[src/rtl/hazard_ctrl.sv]
// hazard_ctrl
// Stall/flush controller for the 5-stage pipeline. Each cycle it chooses the
// latch enables and flushes for the PC and the IF/ID, ID/EX, EX/MEM and MEM/WB
// registers. It decides from the cache hit signals, load-use hazards, taken
// redirects and HALT. Operand hazards are not handled here; forwarding does that.
//
// Ports
//   CLK, nRST        : clock (rising edge) and asynchronous active-low reset
//   ihit, dhit       : icache / dcache completed this cycle
//   ifid_instr       : IF/ID instruction (rs = [25:21], rt = [20:16])
//   idex_memread/rt  : ID/EX load and its destination register
//   exmem_dmemren/wen: EX/MEM data read / write
//   exmem_redirect   : EX/MEM taken branch or jump
//   exmem_halt       : EX/MEM holds HALT
//   pc_en, *_en      : latch enables; *_flush loads zero (en is also 1 on flush)
//   halted           : sticky halt, cleared only by reset
//   stall_count      : saturating count of non-HALT cycles with pc_en = 0
//   redirect_count   : saturating count of accepted redirects
module hazard_ctrl #(
    parameter int STALL_W = 16,
    parameter int REDIR_W = 16
) (
    input  logic               CLK,
    input  logic               nRST,
    input  logic               ihit,
    input  logic               dhit,
    input  logic [31:0]        ifid_instr,
    input  logic               idex_memread,
    input  logic [4:0]         idex_rt,
    input  logic               exmem_dmemren,
    input  logic               exmem_dmemwen,
    input  logic               exmem_redirect,
    input  logic               exmem_halt,
    output logic               pc_en,
    output logic               ifid_en,
    output logic               ifid_flush,
    output logic               idex_en,
    output logic               idex_flush,
    output logic               exmem_en,
    output logic               memwb_en,
    output logic               halted,
    output logic [STALL_W-1:0] stall_count,
    output logic [REDIR_W-1:0] redirect_count
);

    typedef enum logic [1:0] {RUN, DWAIT, HALT} state_t;

    state_t state_reg, state_next;
    logic [STALL_W-1:0] stall_count_reg;
    logic [REDIR_W-1:0] redirect_count_reg;

    logic memop, dmem_ok, lu;
    logic resolve, ihit_eff, redirect_taken;
    logic pc_en_raw, ifid_en_raw, ifid_flush_raw, idex_en_raw, idex_flush_raw;
    logic exmem_en_raw, memwb_en_raw;

    // Only the rs/rt fields take part in the load-use compare.
    logic unused_instr_bits;
    assign unused_instr_bits = ^{ifid_instr[31:26], ifid_instr[15:0]};

    assign memop   = exmem_dmemren | exmem_dmemwen;
    assign dmem_ok = ~memop | dhit;
    assign lu      = idex_memread && (idex_rt != 5'd0) &&
                     ((idex_rt == ifid_instr[25:21]) || (idex_rt == ifid_instr[20:16]));

    always_comb begin
        state_next     = state_reg;
        resolve        = 1'b0;
        ihit_eff       = ihit;
        redirect_taken = 1'b0;
        pc_en_raw      = 1'b0;
        ifid_en_raw    = 1'b0;
        ifid_flush_raw = 1'b0;
        idex_en_raw    = 1'b0;
        idex_flush_raw = 1'b0;
        exmem_en_raw   = 1'b0;
        memwb_en_raw   = 1'b0;

        case (state_reg)
            RUN: begin
                if (exmem_halt && dmem_ok) begin
                    // Let the HALT retire into MEM/WB, freeze everything else.
                    memwb_en_raw = 1'b1;
                    state_next   = HALT;
                end else if (memop && !dhit) begin
                    state_next = DWAIT;
                end else begin
                    resolve = 1'b1;
                end
            end
            DWAIT: begin
                if (dhit) begin
                    // The fetch that was frozen behind the data miss is treated
                    // as missed: refetch instead of trusting a stale ihit.
                    resolve    = 1'b1;
                    ihit_eff   = 1'b0;
                    state_next = RUN;
                end
            end
            default: ;
        endcase

        if (resolve) begin
            if (exmem_redirect) begin
                redirect_taken = 1'b1;
                pc_en_raw      = 1'b1;
                ifid_en_raw    = 1'b1;
                ifid_flush_raw = 1'b1;
                idex_en_raw    = 1'b1;
                idex_flush_raw = 1'b1;
                exmem_en_raw   = 1'b1;
                memwb_en_raw   = 1'b1;
            end else if (lu) begin
                // Hold PC and IF/ID, inject a bubble into ID/EX.
                idex_en_raw    = 1'b1;
                idex_flush_raw = 1'b1;
                exmem_en_raw   = 1'b1;
                memwb_en_raw   = 1'b1;
            end else if (!ihit_eff) begin
                ifid_en_raw    = 1'b1;
                ifid_flush_raw = 1'b1;
                idex_en_raw    = 1'b1;
                exmem_en_raw   = 1'b1;
                memwb_en_raw   = 1'b1;
            end else begin
                pc_en_raw    = 1'b1;
                ifid_en_raw  = 1'b1;
                idex_en_raw  = 1'b1;
                exmem_en_raw = 1'b1;
                memwb_en_raw = 1'b1;
            end
        end
    end

    // All controls drop as soon as reset asserts, without waiting for a clock.
    assign pc_en      = nRST & pc_en_raw;
    assign ifid_en    = nRST & ifid_en_raw;
    assign ifid_flush = nRST & ifid_flush_raw;
    assign idex_en    = nRST & idex_en_raw;
    assign idex_flush = nRST & idex_flush_raw;
    assign exmem_en   = nRST & exmem_en_raw;
    assign memwb_en   = nRST & memwb_en_raw;

    always_ff @(posedge CLK or negedge nRST) begin
        if (!nRST) begin
            state_reg          <= RUN;
            stall_count_reg    <= '0;
            redirect_count_reg <= '0;
        end else begin
            state_reg <= state_next;
            if ((state_reg != HALT) && !pc_en_raw && (stall_count_reg != {STALL_W{1'b1}}))
                stall_count_reg <= stall_count_reg + 1'b1;
            if (redirect_taken && (redirect_count_reg != {REDIR_W{1'b1}}))
                redirect_count_reg <= redirect_count_reg + 1'b1;
        end
    end

    assign halted         = (state_reg == HALT);
    assign stall_count    = stall_count_reg;
    assign redirect_count = redirect_count_reg;

endmodule
[config.mk]
export PLATFORM = sky130hd
export DESIGN_NAME = hazard_ctrl
export DESIGN_NICKNAME = d
export VERILOG_FILES = /design/src/rtl/hazard_ctrl.sv
export SDC_FILE = /design/constraint.sdc
export NUM_CORES = 1
export LEC_CHECK = 0
export ABC_CLOCK_PERIOD_IN_PS = 2800
export CAP_MARGIN = 20
export CORE_ASPECT_RATIO = 1.1
export CORE_UTILIZATION = 41
export DETAILED_ROUTE_END_ITERATION = 7
export PLACE_DENSITY = 0.79
export SLEW_MARGIN = 10
export SYNTH_ARGS = -nofsm -noshare
export SYNTH_HDL_FRONTEND = slang
export SYNTH_SLANG_ARGS = --single-unit
[constraint.sdc]
create_clock -name CLK -period 2.8 [get_ports CLK]
set_input_delay 0.7 -clock CLK [delete_from_list [all_inputs] [get_ports CLK]]
set_output_delay 0.7 -clock CLK [all_outputs]
set_load 0.01 [all_outputs]
==> flow_metrics.py, run 1 <==
metrics = {
    "outcome": {
        "status": "finished, final reports clean",
    },
    "sta": {
        "setup_viol": 0,
        "finalHoldWorstSlack_ns": 0.487,
        "drv_slew": 0,
        "worstMarginPinSlew_ns": 0.403,
        "period_minus_slack_ns": 2.73,
        "rsz0062_at_grt": "no",
        "finalHoldViolations": 0,
        "setup_slack_ns": 0.0651,
        "post-route-period-util_pct": 97.7,
        "fin_skew_ns": 0.00642,
        "max_freq_mhz": 366,
        "slew_headroom_pct": 72.9,
    },
    "critical_path": {
        "worstSetupStartpointType": "primary input",
        "rrSetupSlack_ns": 0.52,
        "reg2reg_from": "state_reg[0]$_DFFE_PN0P_",
        "arrival_ns": 2.03,
        "worstRegToRegCells": 10,
        "cp.depth": 8,
        "end_kind": "output pin",
        "cpMostUsedCell": "buf_2",
        "setup.worst_path.end": "ifid_flush",
        "cpMaxStageDelayCell": "or4_4",
        "cp.required_ns": 2.10,
        "path_max_fanout": 2,
        "crit_buf_inv": 3,
        "cpPeakStageDelay_ns": 0.52,
        "crit_chain": "buf_2, or4_4, o21ai_2, buf_4, nor3_2, nor2_1, o21a_1, buf_2",
        "startpoint": "idex_rt[3]",
        "path_class": "in2out",
        "r2r-end": "redirect_count[5]$_DFFE_PN0P_",
        "critPathTopFamily": "simple AND/OR/NAND/NOR gates",
    },
    "layout": {
        "design_area_um2": 2800,
        "drive_gt1_share_pct": 23.3,
        "multi_input_area_um2": 983,
        "area_growth_pct": 52.5,
        "diodes": 0,
        "final_nets": 322,
        "fillCellCount": 368,
        "seq_area_um2": 851,
        "layout_commonest_cell": "clkdlybuf4s50_1",
        "layout_common_cells": "clkdlybuf4s50_1 (39), dfrtp_1 (34), xnor2_1 (26), buf_4 (23), nor2_1 (20)",
    },
    "global_route": {
        "grt_pass1_vias": 1628,
        "grt_pass1_wl_um": 6790,
        "grt_max_degree": 31,
        "antenna_found_initial": 0,
        "grt_overflow": 0,
        "grtUsageTotal_pct": 18.8,
    },
    "clock_network": {
        "cts.sinks": 34,
        "clk_path_buf_depth": 2,
        "htree_levels": 2,
        "clk_pin_slew_worst_paths_ns": 0.07,
        "cts_root_buffer": "clkbuf_8",
        "worstSkewPairLatency_ns": 0.29,
        "tritoncts": "built",
        "cts_buffers": 5,
    },
    "floorplan": {
        "die_area_um2": 4740,
        "row_count": 25,
        "die_h_um": 72.1,
        "coreArea_um2": 4290,
        "start_util_pct": 42.8,
        "fp.dieW_um": 65.8,
        "ios": 86,
    },
    "logic_synthesis": {
        "synth_top_cell_area_share_pct": 46.4,
        "syn_inst": 182,
        "synthesis.nets": 230,
        "synth-seq-cells": 34,
        "synthTopCellsByArea": "dfrtp_1 (46%), xnor2_1 (12%), xor2_1 (6.7%)",
        "synth_area_leader_cell": "dfrtp_1",
        "netlist_area_um2": 1830,
        "syn_avg_cell_area_um2": 10.1,
        "synth.distinct_cells": 35,
        "yosysWarnings": 0,
        "yosysSeqAreaShare_pct": 46.4,
    },
    "drt": {
        "num_vias": 1680,
        "final_antenna_net_count": 0,
        "wl_um": 4110,
        "drc": 0,
        "drt_iter0_drc": 77,
        "drt_pre_antenna_iters": 4,
        "post_drt_wl_per_cell_um": 12.5,
        "vias_per_cell": 5.11,
    },
    "place": {
        "place.gp.congestion": 0.803,
        "dp_hpwl_um": 3160,
        "dp_slack_ns": -0.715,
        "placed_cell_area_um2": 2680,
        "portBuffers": 63,
    },
    "hold_path": {
        "min_from": "redirect_count[15]$_DFFE_PN0P_",
        "hp-class": "reg2reg",
    },
    "power": {
        "finalPower_uw": 1580,
        "power.density_nw_per_um2": 566,
        "peakVddDrop_uv": 245,
        "p_leak_uw": 0.00124,
    },
    "flow_run": {
        "maxCapViolCount": 0,
    },
}
[where the power goes]
part	total, uW	switching [uW]	leakage (uW)	internal, uW
registers	666	100	0.000448	565
logic	539	227	0.000743	312
clock network	377	179	0.0000472	197
[kinds of logic (layout without fill, tap and decap cells)]
| kind of cell | after synthesis | count (layout) | share of synthesized area [%] |
|---|---|---|---|
| buffers and inverters | 8 | 101 | 2.66 |
| AOI/OAI and AO/OA | 11 | 11 | 4.30 |
| xor gates and xnor gates | 40 | 40 | 19.1 |
| and+or+nand+nor | 85 | 85 | 24.9 |
| muxes | 2 | 2 | 1.23 |
| adders and majority gates | 2 | 2 | 1.36 |
| DFF | 34 | 34 | 46.4 |
[metrics by stage]
stage	TNS, ns	instances	util [%]
6_report	0	329	65.2
5_1_grt	0	329	65.2
4_1_cts	0	329	65.3
3_5_place_dp	-9.44	318	62.6
3_3_place_gp	-8.01	318	62.6
2_1_floorplan	0	182	-
[synth_stat cells, drive strengths merged]
| cell | count |
|---|---|
| and3 | 5 |
| nand2 | 17 |
| mux2 | 2 |
| nor3 | 6 |
| a21oi | 3 |
| and4 | 2 |
| inv | 4 |
| o21a | 1 |
| or4 | 2 |
| nor2b | 3 |
| xnor2 | 26 |
| nand3 | 9 |
| and2 | 2 |
| nand2b | 2 |
| ha | 2 |
| a21boi | 1 |
| or3 | 1 |
| xor2 | 14 |
| buf | 3 |
| a22oi | 1 |
| o21ai | 2 |
| dfrtp | 34 |
| clkbuf | 1 |
| nand4b | 1 |
| nor2 | 20 |
| o21bai | 1 |
| nand4 | 15 |
| a21o | 1 |
| a211oi | 1 |
[routing by layer]
| metal | wire (um) | up-vias | track usage (%) |
|---|---|---|---|
| li1 | - | 808 | - |
| met1 | 1600 | 797 | 20.6 |
| met2 | 2210 | 64 | 33.4 |
| met3 | 227 | 11 | 4.25 |
| met4 | 77 | 0 | 9.42 |
| met5 | 0 | - | 0 |
[layout make-up]
class | count | share of cell area (%)
repair buffers | 89 | 28.0
well taps | 54 | 2.42
inverters | 4 | 0.537
multi-input cells | 140 | 35.2
flip-flops and latches | 34 | 30.4
clock buffers | 6 | 2.95
clock inverters | 2 | 0.448
[how the worst min path moves through the flow]
stage	slack (ns)	depth (start not counted)	endpoint
after global placement	0.48	1	redirect_count[15]$_DFFE_PN0P_
after CTS	0.49	1	redirect_count[15]$_DFFE_PN0P_
final	0.49	1	redirect_count[15]$_DFFE_PN0P_
after detailed placement	0.48	1	redirect_count[15]$_DFFE_PN0P_
after floorplan	0.40	0	redirect_count[0]$_DFFE_PN0P_
after global routing	0.51	1	redirect_count[7]$_DFFE_PN0P_
[timing repair]
action | 4_1_cts | 5_1_grt
gates resized for setup | 61 | 8
setup buffers | 3 | 0
setup endpoints to repair | 13 | 4
pin swaps | 19 | 10
hold buffers | 0 | 0
Note: power is estimated with default switching activity, not from simulation.
==> run 2: changes to the inputs <==
Settings changed: CTS_CLUSTER_DIAMETER set to 200, REMOVE_ABC_BUFFERS set to 1.
==> flow_metrics.py, run 2 (synthesized netlist as in run 1, its figures left out) <==
metrics = {
    "critical_path": {
        "worstRegToRegCells": 14,
        "arrival_ns": 2.07,
        "path_max_fanout": 2,
        "r2r-end": "redirect_count[15]$_DFFE_PN0P_",
        "cp.required_ns": 2.10,
        "reg2reg_from": "state_reg[0]$_DFFE_PN0P_",
        "worstSetupStartpointType": "primary input",
        "path_class": "in2out",
        "end_kind": "output pin",
        "rrSetupSlack_ns": 0.21,
    },
    "clock_network": {
        "cts_root_buffer": "clkbuf_8",
        "ctsHoldBuffers": 0,
        "clk_path_buf_depth": 2,
        "cts.sinks": 34,
        "clk_pin_slew_worst_paths_ns": 0.06,
        "cts_buffers": 5,
        "tritoncts": "built",
        "worstSkewPairLatency_ns": 0.28,
        "htree_levels": 2,
    },
    "floorplan": {
        "row_count": 25,
        "die_area_um2": 4740,
        "start_util_pct": 42.8,
        "coreArea_um2": 4290,
        "die_h_um": 72.1,
        "ios": 86,
        "fp.dieW_um": 65.8,
    },
    "sta": {
        "finalHoldWorstSlack_ns": 0.490,
        "max_freq_mhz": 362,
        "post-route-period-util_pct": 98.8,
        "period_minus_slack_ns": 2.77,
        "fin_skew_ns": 0.00484,
        "finalHoldViolations": 0,
        "rsz0062_at_grt": "yes",
        "drv_slew": 0,
        "worstMarginPinSlew_ns": 0.459,
        "slew_headroom_pct": 69.2,
        "setup_viol": 0,
    },
    "layout": {
        "area_growth_pct": 57.0,
        "final_nets": 331,
        "seq_area_um2": 851,
        "layout_commonest_cell": "clkdlybuf4s50_1",
        "fillCellCount": 326,
        "diodes": 0,
        "layout_common_cells": "clkdlybuf4s50_1 (37), dfrtp_1 (34), buf_4 (33), xnor2_1 (26), nor2_1 (18)",
        "drive_gt1_share_pct": 26.1,
        "multi_input_area_um2": 1010,
    },
    "power": {
        "clockPowerShare_pct": 23.0,
        "finalPower_uw": 1580,
        "power_frac_comb_pct": 35.0,
        "p_sw_uw": 508,
        "peakVddDrop_uv": 468,
        "internal_power_uw": 1070,
        "p_sw_share_pct": 32.2,
        "seq_power_share_pct": 42.0,
        "power.density_nw_per_um2": 549,
        "p_leak_uw": 0.00130,
    },
    "global_route": {
        "grt_pass1_wl_um": 6870,
        "antenna_found_initial": 0,
        "grt_max_degree": 18,
        "grt_pass1_vias": 1636,
        "grt_overflow": 0,
        "grtUsageTotal_pct": 19.0,
    },
    "drt": {
        "post_drt_wl_per_cell_um": 12.8,
        "vias_per_cell": 4.99,
        "drt_iter0_drc": 77,
        "final_antenna_net_count": 0,
        "num_vias": 1688,
        "wl_um": 4330,
        "drt_pre_antenna_iters": 4,
        "drc": 0,
    },
    "hold_path": {
        "whs_path_depth": 1,
        "holdPathEnd": "stall_count[5]$_DFFE_PN0P_",
        "hp-class": "reg2reg",
        "min_from": "stall_count[5]$_DFFE_PN0P_",
    },
    "place": {
        "place.gp.congestion": 0.814,
        "dp_hpwl_um": 3080,
        "portBuffers": 63,
    },
    "outcome": {
        "status": "finished, final reports clean",
    },
    "flow_run": {
        "maxCapViolCount": 0,
    },
}
-- run 2: worst max-delay path by stage --
stage / start / end / slack (ns) / depth (start not counted)
floorplan: idex_rt[1] / ifid_flush / 0.18 / 5
global placement: idex_rt[1] / ifid_flush / -0.72 / 7
detailed placement: idex_rt[1] / ifid_flush / -0.78 / 7
CTS: nRST / memwb_en / 0.003 / 5
global route: exmem_dmemren / redirect_count[15]$_DFFE_PN0P_ / -0.05 / 15
finish: exmem_dmemren / ifid_flush / 0.03 / 8
-- run 2: power groups by stage --
| stage | clock (uW) | combinational, uW | sequential, uW |
|---|---|---|---|
| global route | 401 | 603 | 678 |
| detailed placement | 0 | 531 | 671 |
| global placement | 0 | 520 | 666 |
| finish | 363 | 553 | 663 |
| CTS | 371 | 538 | 662 |
| floorplan | 0 | 207 | 685 |
-- run 2: through the flow --
| stage | setup slack, ns | cell area (um2) | utilization (%) | cells | TNS, ns |
|---|---|---|---|---|---|
| finish | 0.0348 | 2880 | 67.2 | 338 | 0 |
| global route | -0.0520 | 2880 | 67.2 | 338 | -0.201 |
| CTS | 0.00268 | 2820 | 65.8 | 337 | 0 |
| detailed placement | -0.776 | 2680 | 62.5 | 319 | -8.66 |
| global placement | -0.716 | 2680 | 62.5 | 319 | -8.16 |
| floorplan | 0.176 | 1800 | - | 178 | 0 |
-- run 2: layer usage --
layer / part of all wire [%] / track usage (%) / up-vias / routed length, um
met1: 42 / 23.8 / 794 / 1830
met4: 2.0 / 9.90 / 0 / 86
met2: 49 / 29.7 / 59 / 2100
met5: 0 / 0 / - / 0
li1: - / - / 828 / -
met3: 7.1 / 5.03 / 7 / 307
-- run 2: critical path, stage by stage --
cell,delay (ns)
buf_2,0.10
or3_4,0.40
a211oi_4,0.22
nand2_1,0.13
nor2_2,0.15
buf_4,0.12
o21a_1,0.11
buf_2,0.12
-- run 2: layout make-up --
cell class / count / share of cell area (%)
multi-input cells: 140 / 35.0
flip-flops and latches: 34 / 29.6
repair buffers: 98 / 29.4
clock buffers: 7 / 3.00
well taps: 54 / 2.35
inverters: 4 / 0.522
clock inverters: 1 / 0.174
-- run 2: what timing repair did --
action | 4_1_cts | 5_1_grt
setup buffers | 11 | 1
endpoints found under the setup margin | 7 | 16
pin swaps | 19 | 7
resized for setup | 68 | 15
==> run 3: changes to the inputs <==
Settings changed: SKIP_LAST_GASP set to 1.
==> results of run 3 <==
The final DEF is identical to that of run 2; final timing and power are the same.
